**src/rtl/data_mem_arbiter_if.sv**
```systemverilog
// Consumer/memory bundle for the shared data memory arbiter.
// Ports (per signal group):
//   consumer_read_*  : per-LSU read request, completion and returned data
//   consumer_write_* : per-LSU write request and completion
//   mem_read_*       : single read channel towards data memory
//   mem_write_*      : single write channel towards data memory
// Per-consumer fields are flat packed; consumer c owns slice c.
// The master modport is the arbiter view; slave is the environment view.

interface data_mem_arbiter_if #(
    parameter int ADDR_BITS     = 8,
    parameter int DATA_BITS     = 8,
    parameter int NUM_CONSUMERS = 4
);
    logic [NUM_CONSUMERS-1:0]           consumer_read_valid;
    logic [NUM_CONSUMERS*ADDR_BITS-1:0] consumer_read_address;
    logic [NUM_CONSUMERS-1:0]           consumer_read_ready;
    logic [NUM_CONSUMERS*DATA_BITS-1:0] consumer_read_data;

    logic [NUM_CONSUMERS-1:0]           consumer_write_valid;
    logic [NUM_CONSUMERS*ADDR_BITS-1:0] consumer_write_address;
    logic [NUM_CONSUMERS*DATA_BITS-1:0] consumer_write_data;
    logic [NUM_CONSUMERS-1:0]           consumer_write_ready;

    logic                               mem_read_valid;
    logic [ADDR_BITS-1:0]               mem_read_address;
    logic                               mem_read_ready;
    logic [DATA_BITS-1:0]               mem_read_data;

    logic                               mem_write_valid;
    logic [ADDR_BITS-1:0]               mem_write_address;
    logic [DATA_BITS-1:0]               mem_write_data;
    logic                               mem_write_ready;

    modport master (
        input  consumer_read_valid,
        input  consumer_read_address,
        output consumer_read_ready,
        output consumer_read_data,
        input  consumer_write_valid,
        input  consumer_write_address,
        input  consumer_write_data,
        output consumer_write_ready,
        output mem_read_valid,
        output mem_read_address,
        input  mem_read_ready,
        input  mem_read_data,
        output mem_write_valid,
        output mem_write_address,
        output mem_write_data,
        input  mem_write_ready
    );

    modport slave (
        output consumer_read_valid,
        output consumer_read_address,
        input  consumer_read_ready,
        input  consumer_read_data,
        output consumer_write_valid,
        output consumer_write_address,
        output consumer_write_data,
        input  consumer_write_ready,
        input  mem_read_valid,
        input  mem_read_address,
        output mem_read_ready,
        output mem_read_data,
        input  mem_write_valid,
        input  mem_write_address,
        input  mem_write_data,
        output mem_write_ready
    );
endinterface

```
**src/rtl/data_mem_arbiter.sv**
```systemverilog
// Round-robin arbiter sharing one data memory channel among LSU consumers.
// Ports: clk, reset (async, active-high), bus (data_mem_arbiter_if.master),
//        busy (not IDLE), grant_id (granted consumer, 0 when idle).

module data_mem_arbiter #(
    parameter int ADDR_BITS     = 8,
    parameter int DATA_BITS     = 8,
    parameter int NUM_CONSUMERS = 4
) (
    input  logic               clk,
    input  logic               reset,
    data_mem_arbiter_if.master bus,
    output logic               busy,
    output logic [3:0]         grant_id
);
    localparam int IDX_W = (NUM_CONSUMERS > 1) ? $clog2(NUM_CONSUMERS) : 1;
    localparam logic [IDX_W-1:0] LAST  = IDX_W'(NUM_CONSUMERS - 1);
    localparam logic [IDX_W:0]   NUM_W = (IDX_W + 1)'(NUM_CONSUMERS);

    typedef enum logic [1:0] {
        IDLE,
        READ_WAITING,
        WRITE_WAITING,
        RELAYING
    } state_t;

    state_t                       state;
    logic [IDX_W-1:0]             rr_ptr;
    logic [IDX_W-1:0]             gsel;
    logic                         served_write;

    logic [NUM_CONSUMERS-1:0]     rd_ready_q;
    logic [NUM_CONSUMERS-1:0]     wr_ready_q;
    logic [DATA_BITS-1:0]         rd_data_q [NUM_CONSUMERS];

    logic                         mem_rv_q;
    logic [ADDR_BITS-1:0]         mem_ra_q;
    logic                         mem_wv_q;
    logic [ADDR_BITS-1:0]         mem_wa_q;
    logic [DATA_BITS-1:0]         mem_wd_q;

    logic [ADDR_BITS-1:0]         rd_addr [NUM_CONSUMERS];
    logic [ADDR_BITS-1:0]         wr_addr [NUM_CONSUMERS];
    logic [DATA_BITS-1:0]         wr_data [NUM_CONSUMERS];
    logic [NUM_CONSUMERS*DATA_BITS-1:0] rd_data_flat;

    logic                         pick_found;
    logic                         pick_write;
    logic [IDX_W-1:0]             pick_idx;
    logic [IDX_W:0]               cand;
    logic                         served_low;

    // Unpack the flat consumer buses into per-consumer views.
    for (genvar c = 0; c < NUM_CONSUMERS; c++) begin : g_slice
        assign rd_addr[c] =
            bus.consumer_read_address[c*ADDR_BITS +: ADDR_BITS];
        assign wr_addr[c] =
            bus.consumer_write_address[c*ADDR_BITS +: ADDR_BITS];
        assign wr_data[c] =
            bus.consumer_write_data[c*DATA_BITS +: DATA_BITS];
    end

    always_comb begin
        rd_data_flat = '0;
        for (int c = 0; c < NUM_CONSUMERS; c++) begin
            rd_data_flat[c*DATA_BITS +: DATA_BITS] = rd_data_q[c];
        end
    end

    assign bus.consumer_read_data   = rd_data_flat;
    assign bus.consumer_read_ready  = rd_ready_q;
    assign bus.consumer_write_ready = wr_ready_q;
    assign bus.mem_read_valid       = mem_rv_q;
    assign bus.mem_read_address     = mem_ra_q;
    assign bus.mem_write_valid      = mem_wv_q;
    assign bus.mem_write_address    = mem_wa_q;
    assign bus.mem_write_data       = mem_wd_q;

    // Scan from rr_ptr upward with wrap; the first requester wins.
    // A consumer with both requests up is served its read first.
    always_comb begin
        pick_found = 1'b0;
        pick_write = 1'b0;
        pick_idx   = '0;
        cand       = '0;
        for (int i = 0; i < NUM_CONSUMERS; i++) begin
            cand = {1'b0, rr_ptr} + (IDX_W + 1)'(i);
            if (cand >= NUM_W) begin
                cand = cand - NUM_W;
            end
            if (!pick_found &&
                (bus.consumer_read_valid[cand[IDX_W-1:0]] ||
                 bus.consumer_write_valid[cand[IDX_W-1:0]])) begin
                pick_found = 1'b1;
                pick_idx   = cand[IDX_W-1:0];
                pick_write = !bus.consumer_read_valid[cand[IDX_W-1:0]];
            end
        end
    end

    // Release condition: the valid of the kind just served has dropped.
    assign served_low = served_write ?
        !bus.consumer_write_valid[gsel] :
        !bus.consumer_read_valid[gsel];

    always_ff @(posedge clk or posedge reset) begin
        if (reset) begin
            state        <= IDLE;
            rr_ptr       <= '0;
            gsel         <= '0;
            served_write <= 1'b0;
            busy         <= 1'b0;
            grant_id     <= '0;
            rd_ready_q   <= '0;
            wr_ready_q   <= '0;
            mem_rv_q     <= 1'b0;
            mem_ra_q     <= '0;
            mem_wv_q     <= 1'b0;
            mem_wa_q     <= '0;
            mem_wd_q     <= '0;
            for (int c = 0; c < NUM_CONSUMERS; c++) begin
                rd_data_q[c] <= '0;
            end
        end else begin
            unique case (state)
                IDLE: begin
                    if (pick_found) begin
                        gsel     <= pick_idx;
                        grant_id <= 4'(pick_idx);
                        busy     <= 1'b1;
                        if (pick_write) begin
                            served_write <= 1'b1;
                            mem_wv_q     <= 1'b1;
                            mem_wa_q     <= wr_addr[pick_idx];
                            mem_wd_q     <= wr_data[pick_idx];
                            state        <= WRITE_WAITING;
                        end else begin
                            served_write <= 1'b0;
                            mem_rv_q     <= 1'b1;
                            mem_ra_q     <= rd_addr[pick_idx];
                            state        <= READ_WAITING;
                        end
                    end
                end
                // Consumer valids are ignored here: once issued, the
                // memory transaction always completes.
                READ_WAITING: begin
                    if (bus.mem_read_ready) begin
                        rd_data_q[gsel]  <= bus.mem_read_data;
                        rd_ready_q[gsel] <= 1'b1;
                        mem_rv_q         <= 1'b0;
                        state            <= RELAYING;
                    end
                end
                WRITE_WAITING: begin
                    if (bus.mem_write_ready) begin
                        wr_ready_q[gsel] <= 1'b1;
                        mem_wv_q         <= 1'b0;
                        state            <= RELAYING;
                    end
                end
                RELAYING: begin
                    if (served_low) begin
                        rd_ready_q <= '0;
                        wr_ready_q <= '0;
                        rr_ptr     <= (gsel == LAST) ? '0 : gsel + 1'b1;
                        grant_id   <= '0;
                        busy       <= 1'b0;
                        state      <= IDLE;
                    end
                end
                default: begin
                    state <= IDLE;
                end
            endcase
        end
    end
endmodule

```
**src/flat_wrapper.sv**
```systemverilog
// flat-port wrapper written by rule: the top's interface ports become plain ports
module data_mem_arbiter_flat 
#(
    parameter int ADDR_BITS     = 8,
    parameter int DATA_BITS     = 8,
    parameter int NUM_CONSUMERS = 4
)
  (clk, reset, busy, grant_id, bus_consumer_read_valid, bus_consumer_read_address, bus_consumer_read_ready, bus_consumer_read_data, bus_consumer_write_valid, bus_consumer_write_address, bus_consumer_write_data, bus_consumer_write_ready, bus_mem_read_valid, bus_mem_read_address, bus_mem_read_ready, bus_mem_read_data, bus_mem_write_valid, bus_mem_write_address, bus_mem_write_data, bus_mem_write_ready);
  data_mem_arbiter_if #(.ADDR_BITS(ADDR_BITS), .DATA_BITS(DATA_BITS), .NUM_CONSUMERS(NUM_CONSUMERS)) bus_i ();
  input  logic clk;
  input  logic reset;
  output logic busy;
  output logic [3:0] grant_id;
  input wire logic [$bits(bus_i.consumer_read_valid)-1:0] bus_consumer_read_valid;
  input wire logic [$bits(bus_i.consumer_read_address)-1:0] bus_consumer_read_address;
  output wire logic [$bits(bus_i.consumer_read_ready)-1:0] bus_consumer_read_ready;
  output wire logic [$bits(bus_i.consumer_read_data)-1:0] bus_consumer_read_data;
  input wire logic [$bits(bus_i.consumer_write_valid)-1:0] bus_consumer_write_valid;
  input wire logic [$bits(bus_i.consumer_write_address)-1:0] bus_consumer_write_address;
  input wire logic [$bits(bus_i.consumer_write_data)-1:0] bus_consumer_write_data;
  output wire logic [$bits(bus_i.consumer_write_ready)-1:0] bus_consumer_write_ready;
  output wire logic [$bits(bus_i.mem_read_valid)-1:0] bus_mem_read_valid;
  output wire logic [$bits(bus_i.mem_read_address)-1:0] bus_mem_read_address;
  input wire logic [$bits(bus_i.mem_read_ready)-1:0] bus_mem_read_ready;
  input wire logic [$bits(bus_i.mem_read_data)-1:0] bus_mem_read_data;
  output wire logic [$bits(bus_i.mem_write_valid)-1:0] bus_mem_write_valid;
  output wire logic [$bits(bus_i.mem_write_address)-1:0] bus_mem_write_address;
  output wire logic [$bits(bus_i.mem_write_data)-1:0] bus_mem_write_data;
  input wire logic [$bits(bus_i.mem_write_ready)-1:0] bus_mem_write_ready;
  assign bus_i.consumer_read_valid = bus_consumer_read_valid;
  assign bus_i.consumer_read_address = bus_consumer_read_address;
  assign bus_consumer_read_ready = bus_i.consumer_read_ready;
  assign bus_consumer_read_data = bus_i.consumer_read_data;
  assign bus_i.consumer_write_valid = bus_consumer_write_valid;
  assign bus_i.consumer_write_address = bus_consumer_write_address;
  assign bus_i.consumer_write_data = bus_consumer_write_data;
  assign bus_consumer_write_ready = bus_i.consumer_write_ready;
  assign bus_mem_read_valid = bus_i.mem_read_valid;
  assign bus_mem_read_address = bus_i.mem_read_address;
  assign bus_i.mem_read_ready = bus_mem_read_ready;
  assign bus_i.mem_read_data = bus_mem_read_data;
  assign bus_mem_write_valid = bus_i.mem_write_valid;
  assign bus_mem_write_address = bus_i.mem_write_address;
  assign bus_mem_write_data = bus_i.mem_write_data;
  assign bus_i.mem_write_ready = bus_mem_write_ready;
  data_mem_arbiter #(.ADDR_BITS(ADDR_BITS), .DATA_BITS(DATA_BITS), .NUM_CONSUMERS(NUM_CONSUMERS)) u_core (.clk(clk), .reset(reset), .bus(bus_i), .busy(busy), .grant_id(grant_id));
endmodule
```
**config.mk**
```make
export PLATFORM = sky130hd
export DESIGN_NAME = data_mem_arbiter_flat
export DESIGN_NICKNAME = d
export VERILOG_FILES = /design/src/rtl/data_mem_arbiter_if.sv /design/src/rtl/data_mem_arbiter.sv /design/src/flat_wrapper.sv
export SDC_FILE = /design/constraint.sdc
export NUM_CORES = 1
export LEC_CHECK = 0
export ABC_AREA = 0
export CELL_PAD_IN_SITES_DETAIL_PLACEMENT = 1
export CELL_PAD_IN_SITES_GLOBAL_PLACEMENT = 2
export CORE_ASPECT_RATIO = 1.4
export CORE_MARGIN = 2
export CORE_UTILIZATION = 27
export CTS_BUF_LIST = sky130_fd_sc_hd__clkbuf_4 sky130_fd_sc_hd__clkbuf_8
export CTS_CLUSTER_DIAMETER = 40
export CTS_CLUSTER_SIZE = 30
export DETAILED_ROUTE_END_ITERATION = 7
export PLACE_DENSITY_LB_ADDON = 0.1
export SLEW_MARGIN = 5
export SYNTH_ARGS = -nofsm -noshare
export SYNTH_HDL_FRONTEND = slang
export SYNTH_SLANG_ARGS = --single-unit
export TNS_END_PERCENT = 5
```
**constraint.sdc**
```tcl
create_clock -name clk -period 3.1 [get_ports clk]
set_input_delay 0.62 -clock clk [delete_from_list [all_inputs] [get_ports clk]]
set_output_delay 0.62 -clock clk [all_outputs]
set_load 0.1 [all_outputs]
```
# [After elaboration in Yosys (flattened, before gate mapping)]
# Cells that the tools add are included.
[totals] register_bits=78 input_bits=116 out_inout_bits=71 elab_cells=165
[classes] addsub=8 magnitude_cmp=13 n_eq_ne=10 muxes=77 bitwise=5 n_reduce_logical=35
[ops] cell="two-way mux 8 bit" count=7
[ops] cell="binary-select mux 8 bit (select 2 bit)" count=3
[ops] cell="bitwise mux 32 bit" count=1
[ops] cell="two-way mux 1 bit" count=29
[ops] cell="two-way mux 2 bit" count=14
[ops] cell="one-hot mux 4 bit (2 select lines)" count=3
[ops] cell="binary-select mux 1 bit (select 2 bit)" count=10
[ops] cell="demux 8 bit (select 2 bit)" count=1
[ops] cell="two-way mux 4 bit" count=4
[ops] cell="greater-or-equal comparator 3 bit, second input constant" count=5
[ops] cell="less-than comparator 2 x 3 -> 1 bit, second input constant" count=5
[ops] cell="AND reduction 3 bit" count=5
[ops] cell="AND reduction 4 bit" count=3
[ops] cell="nonzero test 2 bit" count=5
[ops] cell="zero test 1 bit" count=9
[ops] cell="OR 4 bit" count=2
[ops] cell="one-hot mux 2 bit (4 select lines)" count=1
[ops] cell="subtractor 2 x 1 -> 2 bit, second input constant" count=4
[ops] cell="adder 2 x 2 -> 3 bit, second input constant" count=2
[ops] cell="== test 2 bit, second input constant" count=3
[ops] cell="inequality test 2 x 1 -> 1 bit, second input constant" count=3
[ops] cell="inequality test 2 bit, second input constant" count=3
[ops] cell="inverter 2 -> 3 bit" count=2
[ops] cell="one-hot mux 1 bit (2 select lines)" count=3
[ops] cell="12 further kinds" count=21

# [Logic depth before layout (Yosys ltp)]
# Gate-level depths: netlist (run 1).
[depth] word_depth=19 mapped_depth=11 depth_no_buf=7

# [Worst setup path after synthesis (run 1)]
# No wires, ideal clock.
[synth_path] kind="in2reg" start="input port bus_consumer_read_valid[2]" end="register u_core.mem_wa_q[0], in the netlist u_core.bus.mem_write_address[0]" setup_ns=0.126 arrival_ns=2.533 t_required_ns=2.974 slack_ns=0.441 stages=8 cell_sequence="mux4_2 -> or2_4 -> a21oi_1 -> a2bb2oi_2 -> buf_2 -> mux2i_1 -> mux2i_1 -> mux2_2"
[synth_between] elab_chain_len=17 elab_cells_between_ends=39 classes_between="mux (23); bitwise (1); reduce/logical (15)"
[synth_rtl] item="from (decl)" line="flat_wrapper.sv:14" text="input wire logic [$bits(bus_i.consumer_read_valid)-1:0] bus_consumer_read_valid;"
[synth_rtl] item="binary-select mux 1 bit (select 2 bit)" line="data_mem_arbiter.sv:92, data_mem_arbiter.sv:96"
[synth_rtl] item="two-way mux 1 bit (implied by the code)" line="data_mem_arbiter.sv:92, data_mem_arbiter.sv:96"
[synth_rtl] item="logical OR 1 bit" line="data_mem_arbiter.sv:92" text="(bus.consumer_read_valid[cand[IDX_W-1:0]] ||"
[synth_rtl] item="two-way mux 1 bit" line="data_mem_arbiter.sv:91" text="if (!pick_found &&"
[synth_rtl] item="zero test 1 bit" line="data_mem_arbiter.sv:91"
[synth_rtl] item="logical AND 1 bit" line="data_mem_arbiter.sv:91"
[synth_rtl] item="two-way mux 1 bit" line="data_mem_arbiter.sv:91"
[synth_rtl] item="zero test 1 bit" line="data_mem_arbiter.sv:91"
[synth_rtl] item="logical AND 1 bit" line="data_mem_arbiter.sv:91"
[synth_rtl] item="two-way mux 1 bit" line="data_mem_arbiter.sv:91"
[synth_rtl] item="zero test 1 bit" line="data_mem_arbiter.sv:91"
[synth_rtl] item="logical AND 1 bit" line="data_mem_arbiter.sv:91"
[synth_rtl] item="two-way mux 2 bit" line="data_mem_arbiter.sv:91"
[synth_rtl] item="inverter 2 -> 3 bit (implied by the code)" line="data_mem_arbiter.sv:134" text="mem_wa_q <= wr_addr[pick_idx];"
[synth_rtl] item="binary-select mux 8 bit (select 2 bit)" line="data_mem_arbiter.sv:134"
[synth_rtl] item="two-way mux 8 bit (implied by the code) (2 in series)" line="data_mem_arbiter.sv:134"
[synth_rtl] item="to (signal assigned)" line="data_mem_arbiter.sv:134"
[synth_rtl] item="to (decl)" line="data_mem_arbiter.sv:39" text="logic [ADDR_BITS-1:0] mem_wa_q;"
# Several ways; a longest one is shown, not always the timed one. The select of a mux whose other input is x is not followed.
# A chain may end at the register's enable or synchronous reset.

# [Worst setup path in the final report (run 1)]
[layout_path] start="input port bus_consumer_write_valid[0]" end="register u_core.mem_wd_q[2], in the netlist u_core.bus.mem_write_data[2]"
[layout_between] elab_chain_len=17 elab_cells_between_ends=35 classes_between="mux (23); bitwise (1); reduce/logical (11)"
[layout_rtl] item="from (decl)" line="flat_wrapper.sv:18" text="input wire logic [$bits(bus_i.consumer_write_valid)-1:0] bus_consumer_write_valid;"
[layout_rtl] item="binary-select mux 1 bit (select 2 bit)" line="data_mem_arbiter.sv:93" text="bus.consumer_write_valid[cand[IDX_W-1:0]])) begin"
[layout_rtl] item="two-way mux 1 bit (implied by the code)" line="data_mem_arbiter.sv:93"
[layout_rtl] item="logical OR 1 bit" line="data_mem_arbiter.sv:92"
[layout_rtl] item="two-way mux 1 bit" line="data_mem_arbiter.sv:91"
[layout_rtl] item="zero test 1 bit" line="data_mem_arbiter.sv:91"
[layout_rtl] item="logical AND 1 bit" line="data_mem_arbiter.sv:91"
[layout_rtl] item="two-way mux 1 bit" line="data_mem_arbiter.sv:91"
[layout_rtl] item="zero test 1 bit" line="data_mem_arbiter.sv:91"
[layout_rtl] item="logical AND 1 bit" line="data_mem_arbiter.sv:91"
[layout_rtl] item="two-way mux 1 bit" line="data_mem_arbiter.sv:91"
[layout_rtl] item="zero test 1 bit" line="data_mem_arbiter.sv:91"
[layout_rtl] item="logical AND 1 bit" line="data_mem_arbiter.sv:91"
[layout_rtl] item="two-way mux 2 bit" line="data_mem_arbiter.sv:91"
[layout_rtl] item="inverter 2 -> 3 bit (implied by the code)" line="data_mem_arbiter.sv:135" text="mem_wd_q <= wr_data[pick_idx];"
[layout_rtl] item="binary-select mux 8 bit (select 2 bit)" line="data_mem_arbiter.sv:135"
[layout_rtl] item="two-way mux 8 bit (implied by the code) (2 in series)" line="data_mem_arbiter.sv:135"
[layout_rtl] item="to (signal assigned)" line="data_mem_arbiter.sv:135"
[layout_rtl] item="to (decl)" line="data_mem_arbiter.sv:40" text="logic [DATA_BITS-1:0] mem_wd_q;"
# Several ways; a longest one is shown, not always the timed one. The select of a mux whose other input is x is not followed.

==> impl_metrics.ini, run 1 <==
[clock_tree]
numCtsBuffers = 9
cts_tree = built
worst_skew_pair.late_latency_ns = 0.36
cts_buffer_depth = 2
cts_max_level = 3
hold_buffers = 0
clk_pin_slew_worst_paths_ns = 0.09
clock_sinks = 76
cts_root_buf = clkbuf_8

[timing]
setup_ws_ns = 0.0616
rsz0062_at_grt = no
finalMaxSlewViolations = 0
max_freq_mhz = 329
setup_viol = 0
slew_headroom = 0.535
fin_crit_sh = 0.980
hold_violations = 0
timing.final.crit_period_ns = 3.04
tightestPinTransition_ns = 0.697
skew_ns = 0.0126

[route]
drc = 0
ant_nets = 0
viasPerCell = 4.78
drt_pass1_iterations = 7
wl_per_cell_um = 18.5
routed_wl_um = 14400
drt_iter0_drc = 97
routed-via-count = 3713

[critical_path]
r2r_setup_slack_ns = 0.11
critical_path_arrival_ns = 3.28
rr_startpoint = u_core.rr_ptr[1]$_DFFE_PP0P_
start_kind = input port
reg2reg_to = u_core.bus.mem_write_data[2]$_DFFE_PP0P_
crit_fanout = 7
crit_path_end_kind = flip-flop
ff2ff_path_depth = 10
required_ns = 3.34
worstSetupPathType = input port to flip-flop

[hold_path]
hp-class = flip-flop to flip-flop
holdPathStages = 1
worstHoldStart = u_core.bus.mem_read_address[4]$_DFFE_PP0P_
whs_endpoint = u_core.bus.mem_read_address[4]$_DFFE_PP0P_

[job]
maxCapViolations = 0

[global_route]
grt_first_pass_wirelength_um = 22600
grtUsageMet2 = 0.326
track_usage = 0.168
first_global_vias = 4149
met1_usage = 0.174
grt_max_degree = 44
grt.busiest_layer = met2
grtUsageMet3 = 0.0419
antenna_found_initial = 1
grt_overflow_total = 0

[yosys]
yosysSeqAreaShare = 0.436
synth_xor_area_frac = 0
synth-compound-area-share = 0.0576
synth_seq_cells = 76
avgSynthCellArea_um2 = 12.4
synth_mux_area_frac = 0.383
syn_area_mm2 = 0.00436
synth.distinct_cells = 36
synth_cells = 353
synth_top_family_by_area = multiplexers
ys_warn_count = 0
yosys.area_share.simple = 0.0551
synth_fa_ha_area_frac = 0.0258

[floorplan]
dieWidth_um = 111
die-area_mm2 = 0.0172
core-area_mm2 = 0.0160
start_util = 0.273
io_pins = 187
core.rowCount = 55
dieHeight_um = 154

[layout]
layout_commonest_cell = clkdlybuf4s50_1
synthToLayoutAreaGrowth_pct = 56.1
finalNetCount = 697
final_cell_area_mm2 = 0.00681
drive_above_1_share = 0.352
final_cell_mix = 107 x clkdlybuf4s50_1, 98 x buf_4, 77 x mux2i_1, 74 x dfrtp_1, 59 x mux2_2

[status]
outcome = finished, final reports clean

[placed_design]
pre_cts_ws_ns = -0.505
place_hpwl_um = 11500
place_area_mm2 = 0.00653
gp_congestion = 0.810
portBuffers = 184
[kinds of logic (layout without fill, tap and decap cells)]
family                   Yosys count  count (layout)
AO/OA/AOI/OAI                     40              40
AND/OR/NAND/NOR                   52              52
other                              1               3
adder cells (fa/ha/maj)            9               9
flip-flops                        76              76
buffers and inverters             28             251
multiplexers                     147             147
[cell usage after synthesis]
library cell / count / area (um2)
buf_6: 1 / 11.3
buf_8: 1 / 15.0
nand4_1: 1 / 6.26
o2111ai_1: 1 / 8.76
ha_1: 9 / 113
o21bai_1: 1 / 7.51
buf_12: 1 / 20.0
conb_1: 1 / 3.75
buf_4: 10 / 75.1
nor2b_1: 6 / 37.5
buf_2: 3 / 15.0
o31ai_1: 1 / 7.51
o21ai_0: 14 / 70.1
inv_1: 10 / 37.5
nor3_1: 1 / 5.00
or2_2: 1 / 6.26
nand2_1: 23 / 86.3
nor2_1: 9 / 33.8
nand2b_1: 3 / 18.8
a2bb2oi_2: 1 / 15.0
a21o_1: 1 / 7.51
or2_1: 1 / 6.26
a22o_1: 5 / 43.8
mux4_2: 10 / 225
or2_4: 1 / 8.76
a31oi_1: 4 / 25.0
a21oi_1: 9 / 45.0
a222oi_1: 1 / 10.0
dfrtp_1: 76 / 1900
nand3_1: 5 / 25.0
mux2_2: 60 / 676
clkbuf_1: 2 / 7.51
o22ai_1: 1 / 6.26
o21ai_1: 1 / 5.00
nor4_1: 1 / 6.26
mux2i_1: 77 / 771
[worst max path at each step]
stage                                       from                                           to  depth (start not counted)
finish               bus_consumer_write_valid[0]     u_core.bus.mem_write_data[2]$_DFFE_PP0P_                         11
global placement     bus_consumer_write_valid[0]  u_core.bus.mem_write_address[5]$_DFFE_PP0P_                         11
detailed placement   bus_consumer_write_valid[0]   u_core.bus.mem_read_address[1]$_DFFE_PP0P_                         11
floorplan             bus_consumer_read_valid[2]  u_core.bus.mem_write_address[0]$_DFFE_PP0P_                          8
global route        u_core.rr_ptr[1]$_DFFE_PP0P_  u_core.bus.mem_write_address[3]$_DFFE_PP0P_                         10
CTS                 u_core.rr_ptr[0]$_DFFE_PP0P_   u_core.bus.mem_read_address[0]$_DFFE_PP0P_                         11
[flip-flops by register name (all words and copies together), names as in the netlist]
register                         flops
u_core.bus.consumer_read_data       32
u_core.bus.mem_read_address          8
u_core.bus.mem_write_address         8
u_core.bus.mem_write_data            8
u_core.bus.consumer_read_ready       4
u_core.bus.consumer_write_ready      4
u_core.grant_id                      2
u_core.gsel                          2
u_core.rr_ptr                        2
u_core.state                         2
u_core.bus.mem_read_valid            1
u_core.bus.mem_write_valid           1
u_core.busy                          1
u_core.served_write                  1
[critical path, stage by stage]
cell,delay (ns)
dlygate4sd2_1,0.31
mux4_2,0.53
or2_1,0.26
buf_4,0.15
nand2_1,0.06
o21ai_1,0.05
a222oi_1,0.49
buf_4,0.29
buf_12,0.15
mux2i_1,0.08
mux2_4,0.28
[per-layer routing]
layer	wire, um	up-vias
met5	0	-
met2	8120	107
met1	5080	1863
met3	898	16
li1	-	1727
met4	314	0
[what timing repair did]
action / in CTS / in global routing
gates cloned: 1 / 0
pin swaps: 1 / 2
gates resized for setup: 12 / 5
setup endpoints to repair: 25 / 8
setup buffers: 2 / 1
[per-stage QoR]
| stage | hold slack [ns] | utilization | std cells | setup TNS (ns) |
|---|---|---|---|---|
| 5_1_grt | 0.537 | 0.427 | 777 | 0 |
| 6_report | 0.510 | 0.427 | 777 | 0 |
| 2_1_floorplan | 0.469 | - | 354 | 0 |
| 3_3_place_gp | 0.482 | 0.409 | 756 | -10.34 |
| 4_1_cts | 0.516 | 0.425 | 775 | 0 |
| 3_5_place_dp | 0.494 | 0.409 | 756 | -12.00 |
[cell type report]
cell class              count  area, um2
diodes                      1       2.50
clock buffers               9        124
clock inverters             7       88.8
fillers                  1762       9160
inverters                  10       38.8
multi-input cells         250       2300
flip-flops and latches     76       1900
well taps                 199        249
repair buffers            225       2100
Power of run 1 is not shown: default switching activity piles up to over one toggle a cycle in this logic, so the estimate is an artifact.
==> run 2, diff against run 1 <==
CORE_MARGIN = 8   (was 2)
==> run 2 against run 1 <==
- die area grew 19%
- critical path depth is the same
- first-iteration DRC count shrank 3.1%
- hold slack gained 0.00062 ns
- non-clock buffer count shrank 1
- setup slack gained 0.023 ns
- flip-flop and latch count is the same
- core utilization grew 0.30 points
- clock-buffer cell count is the same
- clock skew grew 0.0020 ns
- via count shrank 1.3%
- register-to-register slack gained 0.13 ns
==> impl_metrics.ini, run 2 (synthesized netlist as in run 1, its figures left out) <==
[timing]
fin_crit_sh = 0.973
max_freq_mhz = 332
finalMaxSlewViolations = 0
tightestPinTransition_ns = 0.643
skew_ns = 0.0146
slew_headroom = 0.571
timing.final.crit_period_ns = 3.02
setup_viol = 0
setup_ws_ns = 0.0843
hold_violations = 0

[placed_design]
place_area_mm2 = 0.00648
gp_congestion = 0.809
place_hpwl_um = 12400
portBuffers = 184
pre_cts_ws_ns = -0.317
dp_cells = 754

[critical_path]
crit_slowest_cell = mux4_2
worstSetupPathType = input port to flip-flop
path_cells = clkdlybuf4s50_1 > buf_4 > mux4_2 > nor2_1 > buf_4 > o21ai_0 > a222oi_1 > buf_4 > clkbuf_16 > mux2i_1 > mux2_2
reg2reg_to = u_core.bus.mem_write_address[2]$_DFFE_PP0P_
ff2ff_path_depth = 10
crit_path_end_kind = flip-flop
crit_fanout = 7
start_kind = input port
required_ns = 3.34
critical_path_arrival_ns = 3.26
cp_num_buf_inv = 5
r2r_setup_slack_ns = 0.24
cpMostUsedCell = buf_4
crit_path_max_incr_delay_ns = 0.49
rr_startpoint = u_core.rr_ptr[1]$_DFFE_PP0P_
crit_family = buffers and inverters

[clock_tree]
clk_pin_slew_worst_paths_ns = 0.10
cts_root_buf = clkbuf_8
cts_buffer_depth = 2
cts_max_level = 3
numCtsBuffers = 9
worst_skew_pair.late_latency_ns = 0.35
hold_buffers = 0
clock_sinks = 76
cts_tree = built

[route]
wl_per_cell_um = 20.1
met2WireLength_um = 8750
viasPerCell = 4.72
ant_nets = 0
top_layer_used = met4
drc = 0
wl_met1_um = 5650
routed_wl_um = 15600
drt_iter0_drc = 94
wl_met3_um = 894
routed-via-count = 3664
drt_pass1_iterations = 4

[floorplan]
dieWidth_um = 123
io_pins = 187
core-area_mm2 = 0.0160
dieHeight_um = 166
core.rowCount = 55
start_util = 0.273
die-area_mm2 = 0.0205

[layout]
synthToLayoutAreaGrowth_pct = 57.2
largest_reg_flops = 32
regArea_mm2 = 0.00190
fin_util = 0.430
final_cells = 777
nFillCells = 1781
multi_input_area_mm2 = 0.00232
final_cell_area_mm2 = 0.00686
layout_commonest_cell = clkdlybuf4s50_1
drive_above_1_share = 0.354
finalNetCount = 696
final_cell_mix = 108 x clkdlybuf4s50_1, 98 x buf_4, 75 x dfrtp_1, 74 x mux2i_1, 60 x mux2_2

[global_route]
grt_overflow_total = 0
antenna_found_initial = 2
grt_max_degree = 35
grt_first_pass_wirelength_um = 23800
first_global_vias = 4167
track_usage = 0.151

[hold_path]
holdPathStages = 2
whs_endpoint = u_core.served_write$_DFFE_PP0P_
worstHoldStart = u_core.served_write$_DFFE_PP0P_
hp-class = flip-flop to flip-flop

[status]
outcome = finished, final reports clean

[job]
maxCapViolations = 0
[run 2: layer usage]
layer / vias up / track usage
met3: 19 / 0.0413
met4: 0 / 0.0599
met2: 99 / 0.278
li1: 1722 / -
met1: 1824 / 0.156
met5: - / 0
[run 2: worst register-to-register path, delay by kind of cell, from the launching register on]
family | cells | cell delay, ns
simple gates | 2 | 0.35
flops | 1 | 0.49
mux | 3 | 0.90
buf+inv | 3 | 0.58
compound gates | 2 | 0.44
[run 2: metrics by stage]
step | TNS, ns | hold slack [ns]
after global routing | -0.00476 | 0.532
after CTS | 0 | 0.518
final | 0 | 0.511
after detailed placement | -7.21 | 0.495
after global placement | -6.90 | 0.488
after floorplan | 0 | 0.469
[run 2: layout make-up]
cell class,count,share of cell area
Sequential cell,76,0.278
Multi-Input combinational cell,250,0.338
Tap cell,199,0.0363
Clock buffer,9,0.0181
Clock inverter,7,0.0131
Antenna cell,2,0.000730
Timing Repair Buffer,224,0.311
Inverter,10,0.00566
[run 2: worst max path at each step]
| stage | to | cells after the start | slack, ns | start |
|---|---|---|---|---|
| 3_3_place_gp | u_core.bus.mem_write_data[2]$_DFFE_PP0P_ | 11 | -0.32 | bus_consumer_read_valid[2] |
| 2_1_floorplan | u_core.bus.mem_write_address[0]$_DFFE_PP0P_ | 8 | 0.44 | bus_consumer_read_valid[2] |
| 5_1_grt | u_core.bus.mem_read_address[5]$_DFFE_PP0P_ | 11 | -0.003 | bus_consumer_write_valid[1] |
| 6_report | u_core.bus.mem_write_address[2]$_DFFE_PP0P_ | 11 | 0.08 | bus_consumer_write_valid[1] |
| 4_1_cts | u_core.bus.mem_write_data[2]$_DFFE_PP0P_ | 11 | 0.06 | bus_consumer_read_valid[2] |
| 3_5_place_dp | u_core.bus.mem_write_data[0]$_DFFE_PP0P_ | 9 | -0.32 | bus_consumer_read_valid[2] |
[run 2: repair_timing]
item / CTS / global route
endpoints found under the setup margin: 0 / 24
setup buffers: 0 / 2
gates resized for setup: 0 / 18
Power of run 2 is left out for the same reason.
